--- src/rtl/cpu_run_ctrl_pkg.sv ---
// Shared types for the run/halt sequencer:
// FSM state encoding and step-rate codes.
package cpu_run_ctrl_pkg;

  typedef enum logic [1:0] {
    ST_IDLE = 2'd0,
    ST_RUN  = 2'd1,
    ST_HALT = 2'd2
  } run_state_t;

  localparam logic [1:0] HZ_SLOW = 2'b00;
  localparam logic [1:0] HZ_MID  = 2'b01;
  localparam logic [1:0] HZ_FAST = 2'b10;
  localparam logic [1:0] HZ_FULL = 2'b11;

endpackage

--- src/rtl/cpu_run_ctrl_if.sv ---
// Core-side link of the run controller:
// commit enable out, per-instruction status in.
interface cpu_run_ctrl_if;

  logic cpu_ce;
  logic halt_req;
  logic branch_tkn;
  logic jump_exec;

  modport master (
    output cpu_ce,
    input  halt_req,
    input  branch_tkn,
    input  jump_exec
  );

  modport slave (
    input  cpu_ce,
    output halt_req,
    output branch_tkn,
    output jump_exec
  );

endinterface

--- src/rtl/cpu_run_ctrl_btn_debounce.sv ---
// Push-button conditioner: 2-flop sync, stable
// counter and one-clk pulse on a debounced rise.
module cpu_run_ctrl_btn_debounce #(
  parameter int DB_CYC = 500_000
) (
  input  logic clk,
  input  logic clr_n,
  input  logic btn_in,
  output logic rise
);

  localparam int CW = $clog2(DB_CYC + 1);

  logic [1:0]    sync_q;
  logic [CW-1:0] cnt_q;
  logic          level_q;
  logic          hit;

  // DB_CYC-th consecutive sample that differs
  assign hit = (sync_q[1] != level_q) &&
               (cnt_q == CW'(DB_CYC - 1));

  // sync, count differing samples, flip level
  always_ff @(posedge clk or negedge clr_n) begin
    if (!clr_n) begin
      sync_q  <= '0;
      cnt_q   <= '0;
      level_q <= 1'b0;
      rise    <= 1'b0;
    end else begin
      sync_q <= {sync_q[0], btn_in};
      rise   <= hit & sync_q[1];
      if (sync_q[1] == level_q) begin
        cnt_q <= '0;
      end else if (hit) begin
        level_q <= sync_q[1];
        cnt_q   <= '0;
      end else begin
        cnt_q <= cnt_q + CW'(1);
      end
    end
  end

endmodule

--- src/rtl/cpu_run_ctrl.sv ---
// Run/halt sequencer for the MIPS core: Go
// button, rate divider, halt FSM, stat counters.
module cpu_run_ctrl
  import cpu_run_ctrl_pkg::*;
#(
  parameter int DIV0   = 50_000_000,
  parameter int DIV1   = 5_000_000,
  parameter int DIV2   = 50_000,
  parameter int DIV3   = 1,
  parameter int DIV_W  = 26,
  parameter int DB_CYC = 500_000,
  parameter int CNT_W  = 32
) (
  input  logic             clk,
  input  logic             clr_n,
  input  logic             go_in,
  input  logic [1:0]       hz,
  input  logic             cnt_clr,
  cpu_run_ctrl_if.master   core,
  output logic             running,
  output logic             halted,
  output logic [CNT_W-1:0] cnt_all,
  output logic [CNT_W-1:0] cnt_branch,
  output logic [CNT_W-1:0] cnt_jmp
);

  run_state_t       state;
  logic [DIV_W-1:0] div_q;
  logic [DIV_W-1:0] div_last;
  logic [1:0]       hz_q;
  logic             ce_q;
  logic             go_pulse;

  cpu_run_ctrl_btn_debounce #(
    .DB_CYC (DB_CYC)
  ) u_go_db (
    .clk    (clk),
    .clr_n  (clr_n),
    .btn_in (go_in),
    .rise   (go_pulse)
  );

  assign core.cpu_ce = ce_q;

  // terminal divider count for the selected rate
  always_comb begin
    div_last = '0;
    unique case (hz)
      HZ_SLOW: div_last = DIV_W'(DIV0 - 1);
      HZ_MID:  div_last = DIV_W'(DIV1 - 1);
      HZ_FAST: div_last = DIV_W'(DIV2 - 1);
      HZ_FULL: div_last = DIV_W'(DIV3 - 1);
    endcase
  end

  // run/halt FSM with divider and commit enable
  always_ff @(posedge clk or negedge clr_n) begin
    if (!clr_n) begin
      state   <= ST_IDLE;
      running <= 1'b0;
      halted  <= 1'b0;
      div_q   <= '0;
      ce_q    <= 1'b0;
      hz_q    <= HZ_SLOW;
    end else begin
      hz_q  <= hz;
      ce_q  <= 1'b0;
      div_q <= '0;
      unique case (state)
        ST_IDLE, ST_HALT: begin
          if (go_pulse) begin
            state   <= ST_RUN;
            running <= 1'b1;
            halted  <= 1'b0;
          end
        end
        ST_RUN: begin
          if (ce_q && core.halt_req) begin
            state   <= ST_HALT;
            running <= 1'b0;
            halted  <= 1'b1;
          end else if (hz != hz_q) begin
            div_q <= '0;
          end else if (div_q == div_last) begin
            ce_q <= 1'b1;
          end else begin
            div_q <= div_q + DIV_W'(1);
          end
        end
        default: begin
          state   <= ST_IDLE;
          running <= 1'b0;
          halted  <= 1'b0;
        end
      endcase
    end
  end

  // statistics counters, clear wins over count
  always_ff @(posedge clk or negedge clr_n) begin
    if (!clr_n) begin
      cnt_all    <= '0;
      cnt_branch <= '0;
      cnt_jmp    <= '0;
    end else if (cnt_clr) begin
      cnt_all    <= '0;
      cnt_branch <= '0;
      cnt_jmp    <= '0;
    end else begin
      cnt_all    <= cnt_all + CNT_W'(ce_q);
      cnt_branch <= cnt_branch +
                    CNT_W'(ce_q & core.branch_tkn);
      cnt_jmp    <= cnt_jmp +
                    CNT_W'(ce_q & core.jump_exec);
    end
  end

endmodule

--- src/flat_wrapper.sv ---
// flat-port wrapper written by rule: the top's interface ports become plain ports
module cpu_run_ctrl_flat import cpu_run_ctrl_pkg::*;
#(
  parameter int DIV0   = 50_000_000,
  parameter int DIV1   = 5_000_000,
  parameter int DIV2   = 50_000,
  parameter int DIV3   = 1,
  parameter int DIV_W  = 26,
  parameter int DB_CYC = 500_000,
  parameter int CNT_W  = 32
)
  (clk, clr_n, go_in, hz, cnt_clr, running, halted, cnt_all, cnt_branch, cnt_jmp, core_cpu_ce, core_halt_req, core_branch_tkn, core_jump_exec);
  cpu_run_ctrl_if core_i ();
  input  logic clk;
  input  logic clr_n;
  input  logic go_in;
  input  logic [1:0] hz;
  input  logic cnt_clr;
  output logic running;
  output logic halted;
  output logic [CNT_W-1:0] cnt_all;
  output logic [CNT_W-1:0] cnt_branch;
  output logic [CNT_W-1:0] cnt_jmp;
  output wire logic [$bits(core_i.cpu_ce)-1:0] core_cpu_ce;
  input wire logic [$bits(core_i.halt_req)-1:0] core_halt_req;
  input wire logic [$bits(core_i.branch_tkn)-1:0] core_branch_tkn;
  input wire logic [$bits(core_i.jump_exec)-1:0] core_jump_exec;
  assign core_cpu_ce = core_i.cpu_ce;
  assign core_i.halt_req = core_halt_req;
  assign core_i.branch_tkn = core_branch_tkn;
  assign core_i.jump_exec = core_jump_exec;
  cpu_run_ctrl #(.DIV0(DIV0), .DIV1(DIV1), .DIV2(DIV2), .DIV3(DIV3), .DIV_W(DIV_W), .DB_CYC(DB_CYC), .CNT_W(CNT_W)) u_core (.clk(clk), .clr_n(clr_n), .go_in(go_in), .hz(hz), .cnt_clr(cnt_clr), .core(core_i), .running(running), .halted(halted), .cnt_all(cnt_all), .cnt_branch(cnt_branch), .cnt_jmp(cnt_jmp));
endmodule
--- config.mk ---
export PLATFORM = sky130hd
export DESIGN_NAME = cpu_run_ctrl_flat
export DESIGN_NICKNAME = d
export VERILOG_FILES = /design/src/rtl/cpu_run_ctrl_pkg.sv /design/src/rtl/cpu_run_ctrl_if.sv /design/src/rtl/cpu_run_ctrl_btn_debounce.sv /design/src/rtl/cpu_run_ctrl.sv /design/src/flat_wrapper.sv
export SDC_FILE = /design/constraint.sdc
export NUM_CORES = 1
export LEC_CHECK = 0
export ABC_AREA = 1
export BUFFER_PORTS_ARGS = -buffer_cell sky130_fd_sc_hd__buf_2
export CAP_MARGIN = 20
export CORE_MARGIN = 4
export CORE_UTILIZATION = 43
export CTS_CLUSTER_SIZE = 24
export DETAILED_ROUTE_END_ITERATION = 8
export PLACE_DENSITY = 0.62
export SYNTH_ARGS = -nofsm -noshare
export SYNTH_HDL_FRONTEND = slang
export SYNTH_SLANG_ARGS = --single-unit
--- constraint.sdc ---
create_clock -name clk -period 1.6 [get_ports clk]
set_input_delay 0.48 -clock clk [delete_from_list [all_inputs] [get_ports clk]]
set_output_delay 0.48 -clock clk [all_outputs]
set_load 0.02 [all_outputs]
==> results.md <==
- The run finished, with violations left.
- The checks that failed: setup timing.
- 0 antenna diodes ended up in the layout.
- The maximum root-to-sink buffer count is 2.
- The floorplan row count is 51.
- The final max-slew violation count is 0.
- STA puts the critical path data arrival time at 2.13 ns.
- 108 I/O pins were placed.
- The number of max-capacitance violations reported is 0.
- For this block, the via count after detailed routing is ~8700.
- The area of the mapped netlist is 0.00863 mm2.
- In this run the horizontal extent of the chip is 150 um.
- Entering global routing, the biggest net connects 46 pins.
- The final global-route overflow total is 0.
- The synthesized design contains 0 enable-type register cells.
- In the layout the commonest cells are nand2_1, nor2_1, inv_1.
- The final period utilization is 113%.
- The register area is 0.00381 mm2.
- The wire length per cell is 14.9 um.
- The filler cells instantiated in the layout total 1643.
- The number of I/O port buffers is approximately 110.
- The per-cell via count in the routed design is a little over 5.
- The static leakage is 5.64 nW.
- The number of failing hold endpoints at the final stage is 0.
- Derived from the worst setup path, the maximum achievable clock frequency is roughly 550 MHz.
- The dominant synthesized flop cell is dfrtp_1.
- The area share of the leading cell type in the synthesized netlist is 43.8%.
- The biggest area contributor in the post-synthesis netlist is dfrtp_1.
- Detailed placement finished with a half-perimeter wire length of ~17000 um.
- The number of nets produced by synthesis is ~1200.
- The biggest fanout along the worst timing path is 4.
- The path class of the tightest hold or removal check is input port to flop.
- Of the synthesized area, sequential elements account for approximately 44%.
- Yosys printed 0 warnings.
- Across every metal layer, demand over resource in global routing totals a little over a fifth.
- Setup violations remaining at the end of the flow were counted as a little over 80.
- The number of CTS-inserted buffers is 17.
- From bottom edge to top edge, the die measures 150 um.
- The required time of the critical path is between 1.5 and 2 ns.
- Setup slack on the critical path of the routed design comes to -0.205 ns.
- The footprint of the multi-input gates is ~0.0053 mm2.
- Wires add up to around 26000 um.
- The area added between synthesis and finish is 46.2%.
- Once the floorplan was initialized, standard cells occupied 44.0% of the core.
- Clock skew on the completed layout was measured at about 0.014 ns.
- For this run, the post-layout net count is 1459.
- For this run, design rule violations remaining after detail routing come to 0.
- The worst pin sits at a relative slew slack of slightly below 70%.
- Setup repair after global routing could not meet its margin everywhere.
- Sorting the synthesized cells by area gives the leading types as dfrtp_1, nand2_1, nor2_1.
- For this block, the initial DRC count from the detailed router was about 460.
- The synthesized area divided by synthesized cell count is 7.30 um2.
- The maximum level of the CTS H-tree is 4.
- The number of global-route vias before repair is just over 8000.
- STA classifies the critical path startpoint as a flop.
- Clock tree synthesis found a total of 151 sinks.
- The pre-CTS setup slack is -0.391 ns.
- The first-pass detailed-route iteration total is 5.
- The power density over cell area is 666 mW/mm2.
- Final hold analysis gives a worst-case slack of 0.159 ns.
- The root buffer cell chosen for the clock tree is clkbuf_16.
- The first global-routing pass estimated slightly below 40000 um of wire.
- The post-synthesis register bit count is 151.
- The endpoint kind of the worst setup timing path is a flop.
- The number of antenna violations at the first check in global routing is 0.
- After technology mapping, the gate count stands at approximately 1200.
- The clock period minus final worst setup slack is about 1.8 ns.
- The worst vdd rail ir drop is ~0.00073 V.
- Leaving out fill and tap cells, the most frequent cell in the layout is nand2_1.
- After synthesis, the netlist uses 38 different library cells.
- The floorplan die area is 0.0224 mm2.
- Once detail routing completed, the nets flagged for antenna violations numbered 0.
- The kind of critical path is flop to flop.
- The worst-skew pair later-pin latency is 0.43 ns.
- The post-route netlist has 36.9% of its cells at a drive strength greater than 1.
- The area of the core is roughly 0.020 mm2.
- Routability-driven placement finished with a final weighted congestion of roughly 0.9.
- After synthesis, the share of flip-flops with an asynchronous set or reset is 100%.
- At the pin with the least slew margin, the transition time is 0.458 ns.
- The clock transition at the register clock pins on the worst setup and hold paths after CTS is 0.07 ns.
- TritonCTS built the clock tree.
==> worst paths after layout <==
kind,start,end,slack (ns),depth (start not counted)
min in group asynchronous,clr_n,u_core.cnt_all[28]$_DFF_PN0_,0.48,2
max,u_core.core.cpu_ce$_DFF_PN0_,u_core.cnt_jmp[26]$_DFF_PN0_,-0.21,13
max in group asynchronous,clr_n,u_core.cnt_branch[1]$_DFF_PN0_,0.58,3
min reg2reg,u_core.u_go_db.sync_q[0]$_DFF_PN0_,u_core.u_go_db.sync_q[1]$_DFF_PN0_,0.36,0
min,go_in,u_core.u_go_db.sync_q[0]$_DFF_PN0_,0.16,1
max reg2reg,u_core.core.cpu_ce$_DFF_PN0_,u_core.cnt_jmp[26]$_DFF_PN0_,-0.21,13
==> state kept, by name, indices dropped and copies added, names as in the netlist <==
name,count
u_core.cnt_all,32
u_core.cnt_branch,32
u_core.cnt_jmp,32
u_core.div_q,26
u_core.u_go_db.cnt_q,19
u_core.hz_q,2
u_core.state,2
u_core.u_go_db.sync_q,2
u_core.core.cpu_ce,1
u_core.running,1
u_core.u_go_db.level_q,1
u_core.u_go_db.rise,1
==> where the power goes <==
part,switching (mW),total (mW),internal (mW)
sequential,0.00934,3.84,3.83
combinational,0.209,0.310,0.100
clock,1.69,4.25,2.55
total,1.91,8.40,6.48
==> area by class of cell <==
type / instances / share of cell area (%)
clock buffer: 19 / 3.59
clock inverter: 12 / 1.32
inverter: 163 / 5.05
multi-input combinational: 859 / 41.6
sequential: 151 / 30.2
tap: 265 / 2.63
timing repair buffer: 247 / 15.6
==> per-layer routing <==
metal | vias up | routed length, um | GRT usage [%]
met5 | - | 0 | 0
met4 | 0 | 608 | 6.77
met3 | 68 | 1410 | 3.73
met2 | 267 | 12700 | 37.9
met1 | 4079 | 10800 | 27.4
li1 | 4301 | - | -
==> critical path, stage by stage (launching register included) <==
cell     delay, ns
dfrtp_2       0.46
nand2_2       0.07
inv_2         0.06
ha_4          0.13
ha_4          0.13
nand2_4       0.06
nor2_4        0.09
inv_2         0.06
nor2_4        0.14
nand3_4       0.12
nor2_4        0.17
nand3_2       0.08
nand2_2       0.06
nor2_2        0.04
==> repair_timing <==
item,in CTS,in global routing
endpoints found under the setup margin,91,136
pin swaps,40,82
resized for setup,141,217
cloned,0,3
setup buffers,24,37
hold endpoints to repair,19,0
hold buffers,1,0
==> kinds of logic after synthesis <==
kind of cell / count (synthesis) / synth area share (%)
AND/OR/NAND/NOR: 697 / 36.4
buffers and inverters: 175 / 7.79
flip-flops: 151 / 43.8
AO/OA/AOI/OAI: 115 / 6.99
XOR/XNOR: 32 / 3.34
adder cells (fa/ha/maj): 11 / 1.60
multiplexers: 1 / 0.131
==> synthesized netlist by cell type, types with 2 or more instances <==
master,count
nand2_1,280
nor2_1,217
inv_1,155
dfrtp_1,151
nand3_1,59
a21oi_1,55
nor3_1,51
o21ai_0,45
nand4_1,29
xor2_1,26
nor2_2,16
nor3_2,12
ha_1,11
clkbuf_1,10
nand2_2,8
inv_2,7
nor2_4,7
a21o_1,5
a31oi_1,5
xnor2_1,5
nand3_2,4
nand2_4,3
buf_6,2
nor3_4,2
nor3b_2,2
nor4_1,2
o21a_1,2
==> stage by stage <==
| stage | std cells | utilization [%] | setup TNS (ns) | power (mW) | cell area, um2 |
|---|---|---|---|---|---|
| 5_1_grt | 1716 | 64.4 | -15.57 | 8.68 | 12600 |
| 3_5_place_dp | 1631 | 52.7 | -22.48 | 4.20 | 10300 |
| 3_3_place_gp | 1631 | 52.7 | -20.39 | 4.19 | 10300 |
| 2_1_floorplan | 1182 | - | -1.18 | 4.02 | 8780 |
| 6_report | 1716 | 64.4 | -6.37 | 8.40 | 12600 |
| 4_1_cts | 1683 | 59.0 | -4.34 | 8.47 | 11600 |
Power figures use the tool's default switching activity.
